<file path="config.mk">
export PLATFORM = sky130hd
export DESIGN_NAME = press_seq_gen_flat
export DESIGN_NICKNAME = d
export VERILOG_FILES = /design/src/rtl/press_seq_gen_if.sv /design/src/rtl/press_seq_gen.sv /design/src/flat_wrapper.sv
export SDC_FILE = /design/constraint.sdc
export NUM_CORES = 1
export LEC_CHECK = 0
export CELL_PAD_IN_SITES_DETAIL_PLACEMENT = 0
export CELL_PAD_IN_SITES_GLOBAL_PLACEMENT = 1
export CORE_AREA = 3 3 75 105
export CTS_CLUSTER_SIZE = 20
export DETAILED_ROUTE_END_ITERATION = 10
export DIE_AREA = 0 0 78 108
export GPL_TIMING_DRIVEN = 0
export PLACE_DENSITY = 0.71
export SYNTH_ARGS = -nofsm -noshare
export SYNTH_HDL_FRONTEND = slang
export SYNTH_SLANG_ARGS = --single-unit
</file>
<file path="constraint.sdc">
create_clock -name clk -period 2.4 [get_ports clk]
set_input_delay 0.48 -clock clk [delete_from_list [all_inputs] [get_ports clk]]
set_output_delay 0.48 -clock clk [all_outputs]
set_load 0.005 [all_outputs]
</file>
<file path="src/rtl/press_seq_gen_if.sv">
// -----------------------------------------------------------------------------
// press_seq_gen_if
//   Control/status bundle between a press-sequence requester and the
//   press_seq_gen waveform generator.
//
//   Signals
//     start    requester -> generator  start request (sampled only when idle)
//     n_press  requester -> generator  number of presses to emit (0..15)
//     abort    requester -> generator  cancel the running sequence
//     S1       generator -> requester  generated press line (1 = pressed)
//     busy     generator -> requester  sequence in progress
//     done     generator -> requester  one-cycle pulse on normal completion
//     sent     generator -> requester  presses completed in current/last run
//
//   Modports
//     master   the side that requests sequences (bench, self-test controller)
//     slave    the generator itself
// -----------------------------------------------------------------------------
interface press_seq_gen_if;
    logic       start;
    logic [3:0] n_press;
    logic       abort;
    logic       S1;
    logic       busy;
    logic       done;
    logic [3:0] sent;

    modport master (
        output start,
        output n_press,
        output abort,
        input  S1,
        input  busy,
        input  done,
        input  sent
    );

    modport slave (
        input  start,
        input  n_press,
        input  abort,
        output S1,
        output busy,
        output done,
        output sent
    );
endinterface

</file>
<file path="src/rtl/press_seq_gen.sv">
// -----------------------------------------------------------------------------
// press_seq_gen
//   Emits a button-press waveform on S1 for a downstream press-sequence
//   detector. On an accepted start it drives N presses, each PRESS_CYC cycles
//   high, separated by GAP_CYC cycles low, followed by a GUARD_CYC-cycle low
//   guard and a one-cycle done pulse.
//
//   Ports
//     clk   in   rising-edge system clock
//     rst   in   asynchronous active-high reset
//     bus   slave modport of press_seq_gen_if (start, n_press, abort in;
//           S1, busy, done, sent out)
//
//   Parameters (all in clk cycles, each must be >= 1)
//     PRESS_CYC  high time of one press
//     GAP_CYC    low time between consecutive presses
//     GUARD_CYC  low time after the final press before done
// -----------------------------------------------------------------------------
module press_seq_gen #(
    parameter int unsigned PRESS_CYC = 50_000_000,
    parameter int unsigned GAP_CYC   = 25_000_000,
    parameter int unsigned GUARD_CYC = 300_000_000
) (
    input  logic           clk,
    input  logic           rst,
    press_seq_gen_if.slave bus
);

    // Terminal timer values: the timer counts 0..X_CYC-1 inside a state.
    localparam logic [31:0] PRESS_LAST = 32'(PRESS_CYC - 1);
    localparam logic [31:0] GAP_LAST   = 32'(GAP_CYC - 1);
    localparam logic [31:0] GUARD_LAST = 32'(GUARD_CYC - 1);

    typedef enum logic [2:0] {
        IDLE,
        PRESS,
        GAP,
        GUARD,
        FIN
    } state_t;

    state_t      state_q, state_d;
    logic [31:0] timer_q, timer_d;
    logic [3:0]  count_q, count_d;   // latched press count
    logic [3:0]  sent_q,  sent_d;
    logic        s1_q,    s1_d;
    logic        busy_q,  busy_d;
    logic        done_q,  done_d;
    logic [3:0]  sent_inc;

    assign sent_inc = sent_q + 4'd1;

    // Next-state logic. abort only has meaning in the three active states;
    // in IDLE a simultaneous start takes precedence simply because abort is
    // never looked at there.
    always_comb begin
        state_d = state_q;
        count_d = count_q;
        sent_d  = sent_q;

        case (state_q)
            IDLE: begin
                if (bus.start) begin
                    sent_d = 4'd0;
                    if (bus.n_press != 4'd0) begin
                        count_d = bus.n_press;
                        state_d = PRESS;
                    end else begin
                        state_d = FIN;
                    end
                end
            end

            PRESS: begin
                if (bus.abort) begin
                    state_d = IDLE;
                end else if (timer_q == PRESS_LAST) begin
                    // The count is at most 15, so sent stops at 15 without wrapping.
                    sent_d  = sent_inc;
                    state_d = (sent_inc == count_q) ? GUARD : GAP;
                end
            end

            GAP: begin
                if (bus.abort) begin
                    state_d = IDLE;
                end else if (timer_q == GAP_LAST) begin
                    state_d = PRESS;
                end
            end

            GUARD: begin
                if (bus.abort) begin
                    state_d = IDLE;
                end else if (timer_q == GUARD_LAST) begin
                    state_d = FIN;
                end
            end

            FIN: begin
                state_d = IDLE;
            end

            default: begin
                state_d = IDLE;
            end
        endcase

        // Timer restarts from zero on every state change so each state's
        // dwell time is measured independently.
        timer_d = (state_d != state_q) ? 32'd0 : (timer_q + 32'd1);

        // Outputs are decoded from the next state and registered, so they
        // line up cycle-for-cycle with the state they describe.
        s1_d   = (state_d == PRESS);
        busy_d = (state_d == PRESS) || (state_d == GAP) || (state_d == GUARD);
        done_d = (state_d == FIN);
    end

    always_ff @(posedge clk or posedge rst) begin
        if (rst) begin
            state_q <= IDLE;
            timer_q <= 32'd0;
            count_q <= 4'd0;
            sent_q  <= 4'd0;
            s1_q    <= 1'b0;
            busy_q  <= 1'b0;
            done_q  <= 1'b0;
        end else begin
            state_q <= state_d;
            timer_q <= timer_d;
            count_q <= count_d;
            sent_q  <= sent_d;
            s1_q    <= s1_d;
            busy_q  <= busy_d;
            done_q  <= done_d;
        end
    end

    assign bus.S1   = s1_q;
    assign bus.busy = busy_q;
    assign bus.done = done_q;
    assign bus.sent = sent_q;

    // Structural invariants of the output encoding.
    a_done_not_busy: assert property (@(posedge clk) disable iff (rst) done_q |-> !busy_q);
    a_s1_implies_busy: assert property (@(posedge clk) disable iff (rst) s1_q |-> busy_q);

endmodule

</file>
<file path="src/flat_wrapper.sv">
// flat-port wrapper written by rule: the top's interface ports become plain ports
module press_seq_gen_flat 
#(
    parameter int unsigned PRESS_CYC = 50_000_000,
    parameter int unsigned GAP_CYC   = 25_000_000,
    parameter int unsigned GUARD_CYC = 300_000_000
)
  (clk, rst, bus_start, bus_n_press, bus_abort, bus_S1, bus_busy, bus_done, bus_sent);
  press_seq_gen_if bus_i ();
  input  logic clk;
  input  logic rst;
  input wire logic [$bits(bus_i.start)-1:0] bus_start;
  input wire logic [$bits(bus_i.n_press)-1:0] bus_n_press;
  input wire logic [$bits(bus_i.abort)-1:0] bus_abort;
  output wire logic [$bits(bus_i.S1)-1:0] bus_S1;
  output wire logic [$bits(bus_i.busy)-1:0] bus_busy;
  output wire logic [$bits(bus_i.done)-1:0] bus_done;
  output wire logic [$bits(bus_i.sent)-1:0] bus_sent;
  assign bus_i.start = bus_start;
  assign bus_i.n_press = bus_n_press;
  assign bus_i.abort = bus_abort;
  assign bus_S1 = bus_i.S1;
  assign bus_busy = bus_i.busy;
  assign bus_done = bus_i.done;
  assign bus_sent = bus_i.sent;
  press_seq_gen #(.PRESS_CYC(PRESS_CYC), .GAP_CYC(GAP_CYC), .GUARD_CYC(GUARD_CYC)) u_core (.clk(clk), .rst(rst), .bus(bus_i));
endmodule
</file>
## After elaboration in Yosys (flattened, before gate mapping)

Cells that the tools add are included.

| word-level totals | value |
|---|---|
| flip-flop bits (word level) | 46 |
| input bits | 8 |
| output and inout bits | 7 |
| logic and storage cells | 46 |

| operators by class | value |
|---|---|
| add/subtract/negate cells | 2 |
| equality and inequality tests | 15 |
| multiplexer cells | 15 |
| reduce and logical (&&, ||, !) cells | 7 |

Operator list:

| operator | count |
|---|---|
| adder 32 x 1 -> 32 bit (second input constant) | 1 |
| equality test 32 x 25 -> 1 bit (second input constant) | 1 |
| equality test 32 x 26 -> 1 bit (second input constant) | 1 |
| equality test 32 x 29 -> 1 bit (second input constant) | 1 |
| two-way mux 32 bit | 1 |
| two-way mux 3 bit | 8 |
| equality test 3 x 2 -> 1 bit (second input constant) | 4 |
| two-way mux 4 bit | 3 |
| case mux 3 bit (4 select lines) | 1 |
| case mux 4 bit (2 select lines) | 1 |
| equality test 3 x 1 -> 1 bit (second input constant) | 2 |
| adder 4 x 1 -> 4 bit (second input constant) | 1 |
| equality test 4 bit | 1 |
| inequality test 2 bit (second input constant) | 2 |
| AND reduction 4 bit | 1 |
| nonzero test 4 bit | 1 |
| equality test 3 bit (second input constant) | 1 |
| zero test 3 bit | 1 |
| inequality test 3 bit | 1 |
| AND reduction 3 bit | 1 |
| logical OR 1 bit | 2 |
| inequality test 2 x 1 -> 1 bit (second input constant) | 1 |
| nonzero test 2 bit | 1 |
| two-way mux 1 bit | 1 |

## Longest topological paths before layout

| logic depth | value |
|---|---|
| word-level depth | 9 |
| gate-level depth with buffers | 9 |
| gate-level depth less buffers | 8 |

## Least setup slack after synthesis

Ideal clock, no wire load.

| timing | value |
|---|---|
| path kind | reg-to-reg |
| start | reg u_core.timer_q[10] |
| end | reg u_core.timer_q[17] |
| setup time | 0.119 ns |
| arrival time | 2.198 ns |
| data required time | 2.281 ns |
| path slack | 0.083 ns |
| stages on the path, launching flop included | 9 |
| buffers on the path | 1 |
| clock period less this slack | 2.317 ns |
| cells stage by stage | dfrtp_1 or4_4 nor4_2 nand4_1 a31oi_1 and4b_4 a21oi_4 buf_6 nor2_2 |

| on the way | value |
|---|---|
| word-level cells in the longest chain between the ends | 6 |
| elaborated cells between the ends (all ways) | 13 |
| classes of those cells | add/sub: 1; eq/ne: 4; mux: 8 |

Ends and longest elaborated chain:

| element | RTL line | text |
|---|---|---|
| start, declared | press_seq_gen.sv:43 | `logic [31:0] timer_q, timer_d;` |
| start signal, assigned | press_seq_gen.sv:131 | `timer_q <= timer_d;` |
| equality test 32 x 29 -> 1 bit, or another cell as far along | press_seq_gen.sv:95 | `end else if (timer_q == GUARD_LAST) begin` |
| two-way mux 3 bit, on equally long branches | press_seq_gen.sv:95, press_seq_gen.sv:77, press_seq_gen.sv:87 |  |
| two-way mux 3 bit, on equally long branches | press_seq_gen.sv:93, press_seq_gen.sv:75, press_seq_gen.sv:85 |  |
| case mux 3 bit (4 select lines) | press_seq_gen.sv:61 | `case (state_q)` |
| inequality test 3 bit | press_seq_gen.sv:111 | `timer_d = (state_d != state_q) ? 32'd0 : (timer_q + 32'd1);` |
| two-way mux 32 bit * | press_seq_gen.sv:111 |  |
| via u_core.timer_d[17] | press_seq_gen.sv:43 |  |

Mark *: on every way through the listed nets, which the timed path passes. The rest lies on a longest branch.
A chain may end at the register's enable or synchronous reset.

## Final worst setup path

| timing | value |
|---|---|
| start | reg u_core.timer_q[17] |
| end | reg u_core.timer_q[25] |

Same word-level chain as after synthesis.

==> flow_summary.yaml <==
logic_synthesis:
  post_synth.cell_area_avg_um2: 9.71
  synth_edf_count: 0
  synthTopCellsByArea: "dfrtp_1 (47%), xnor2_1 (8.3%), nor2_1 (6.0%)"
  yosys_register_bits: 46
  synthesis.area_um2: 2440
  postSynthCellCount: 251
  syn-num-nets: 261
  synth_cell_types: 42
  synth_seq_area_share: 0.472
  yosys_warnings: 0
  synth_top_area_share: 0.472
  async_flop_share: 1.00
  ys.flop_type: "dfrtp_1"
  synth_top_cell_by_area: "dfrtp_1"
clock_tree:
  h-tree-depth: 2
  clk_path_buf_depth: 2
  cts_made_buffers: 5
  cts_hold_buf: 0
  cts_tree: "built"
  insertion_delay_ns: 0.30
  root_buffer: "clkbuf_8"
  cts_sinks: 46
  clk_pin_slew_worst_paths_ns: 0.09
placed_design:
  io_buffers: 14
  dp_cells: 361
  place.gp.congestion: 0.753
  place_ws_ns: -0.364
  hpwlAfterDp_um: 4030
global_route:
  grt_pass1_wl_um: 9600
  grt_max_degree: 31
  grt_pass1_vias: 1976
  grt_overflow_total: 0
  track_usage: 0.144
  antenna_found_initial: 0
timing:
  finClkSkew_ns: 0.00778
  fin_hold_ws_ns: 0.479
  relSlewSlack: 0.713
  max_freq_mhz: 413
  fin_ws_ns: -0.0225
  finalSetupViolations: 10
  slew_viol_final: 0
  rsz0062_at_grt: "true"
  tightestPinTransition_ns: 0.430
  fin_crit_sh: 1.01
  hold_viol_final: 0
  finalCriticalPeriod_ns: 2.42
  setup_tns_ns: -0.152
routing:
  drtIter0Drc: 71
  ant_nets: 0
  vias_per_cell: 5.04
  drc: 0
  drt_first_pass_iters: 4
  drt_wl_total_um: 5700
  wl_per_cell_um: 14.8
  num_vias: 1935
worst_setup_path:
  cp-end-kind: "register"
  cp_slowest_cell: "or4bb_4"
  cp.required_ns: 2.59
  cp_cell_sequence: "or4bb_4 -> nor4_4 -> nand4_1 -> a31oi_1 -> and4b_4 -> a21oi_4 -> buf_6 -> buf_16 -> nor2_2"
  cpLargestDelayFamily: "simple AND/OR/NAND/NOR gates"
  cp_max_fo: 5
  start_kind: "register"
  max_stage_delay_ns: 0.59
  path_class: "reg2reg"
  crit_buf_inv: 2
  cp.arrival_ns: 2.61
cells_and_area:
  syn2layout_area_growth_pct: 25.9
  drive_above_1_share: 0.211
  mostFrequentLayoutCells: "dfrtp_1 (44), nor2_1 (37), xnor2_1 (23)"
  final_cells: 384
  diodes: 0
  final_common_cell: "dfrtp_1"
  nets: 300
status:
  violations: "setup timing"
  outcome: "finished with violations"
run:
  cap_violations: 0
floorplanning:
  dieArea_um2: 8420
  rows: 36
  ioPinCount: 15
  start_util: 0.347
  fp.coreArea_um2: 7030
  fp.dieH_um: 108
  die_width_um: 78
power:
  total_power_mw: 1.86
  powerDensity_nw_per_um2: 606
  irDropWorstVdd_uv: 234
  power_leakage_nw: 1.23
worst_hold_path:
  hold_class: "in2async"
[where the power goes]
part	internal [mW]	switching [mW]
Clock	0.223	0.250
Combinational	0.248	0.255
Sequential	0.829	0.0535
Total	1.30	0.559
[cell type report]
| class | count | area [µm²] |
|---|---|---|
| Multi-Input combinational cell | 192 | 1330 |
| Buffer | 3 | 22.5 |
| Timing Repair Buffer | 33 | 330 |
| Sequential cell | 46 | 1150 |
| Fill cell | 723 | 3960 |
| Tap cell | 95 | 119 |
| Clock buffer | 6 | 82.6 |
| Inverter | 9 | 33.8 |
[cell families (layout without fill, tap and decap cells)]
| family | Yosys count | in the layout | synth area share |
|---|---|---|---|
| multiplexers | 2 | 2 | 0.00873 |
| flip-flops | 46 | 46 | 0.472 |
| XOR/XNOR | 36 | 36 | 0.129 |
| buffers and inverters | 13 | 51 | 0.0262 |
| AO/OA/AOI/OAI | 15 | 15 | 0.0498 |
| AND/OR/NAND/NOR | 137 | 137 | 0.303 |
| adder cells (fa/ha/maj) | 2 | 2 | 0.0103 |
[synth_stat cells (all sizes together), types with 2 or more instances]
| cell | n |
|---|---|
| nor4 | 7 |
| inv | 9 |
| a21oi | 3 |
| clkbuf | 2 |
| xor2 | 13 |
| o21ai | 3 |
| nor2b | 3 |
| a22o | 5 |
| or4 | 2 |
| and4 | 4 |
| xnor2 | 23 |
| nand4 | 8 |
| or4b | 2 |
| or4bb | 2 |
| nor3 | 6 |
| and3 | 8 |
| nand2b | 2 |
| buf | 2 |
| nand2 | 19 |
| nor2 | 49 |
| dfrtp | 46 |
| or2 | 2 |
| nand3 | 17 |
| ha | 2 |
[per-layer routing]
metal | global-route usage | vias up | routed length [µm]
met4 | 0.0563 | 0 | 104
met2 | 0.264 | 30 | 3050
li1 | - | 942 | -
met5 | 0 | - | 0
met1 | 0.166 | 952 | 2410
met3 | 0.0258 | 11 | 134
[timing repair]
action	in CTS	in global routing
gates cloned	1	0
resized for setup	11	16
setup buffers	15	2
pin swaps	8	8
setup endpoints to repair	32	32
[final timing paths]
| check | from | to | slack (ns) | cells past startpoint |
|---|---|---|---|---|
| setup reg to reg | u_core.timer_q[17] | u_core.timer_q[25] | -0.02 | 9 |
| setup / recovery | u_core.timer_q[17] | u_core.timer_q[25] | -0.02 | 9 |
| hold / removal | rst | u_core.count_q[3] | 0.48 | 2 |
| hold reg to reg | u_core.count_q[1] | u_core.count_q[1] | 0.51 | 2 |
| max in group asynchronous | rst | u_core.timer_q[6] | 1.40 | 3 |
| min in group clk | u_core.count_q[1] | u_core.count_q[1] | 0.51 | 2 |
[per-stage QoR]
| stage | cell area, µm² | util |
|---|---|---|
| 2_1_floorplan | 2440 | - |
| 3_3_place_gp | 2700 | 0.384 |
| 3_5_place_dp | 2720 | 0.387 |
| 4_1_cts | 2990 | 0.425 |
| 5_1_grt | 3070 | 0.437 |
| 6_report | 3070 | 0.437 |
[registers in the layout (all words and copies together), names as in the netlist]
register / count
u_core.count_q: 4
u_core.state_q: 3
u_core.timer_q: 32
u_core.bus.sent: 4
u_core.bus.busy: 1
u_core.bus.done: 1
u_core.bus.S1: 1
Power figures use the tool's default switching activity.
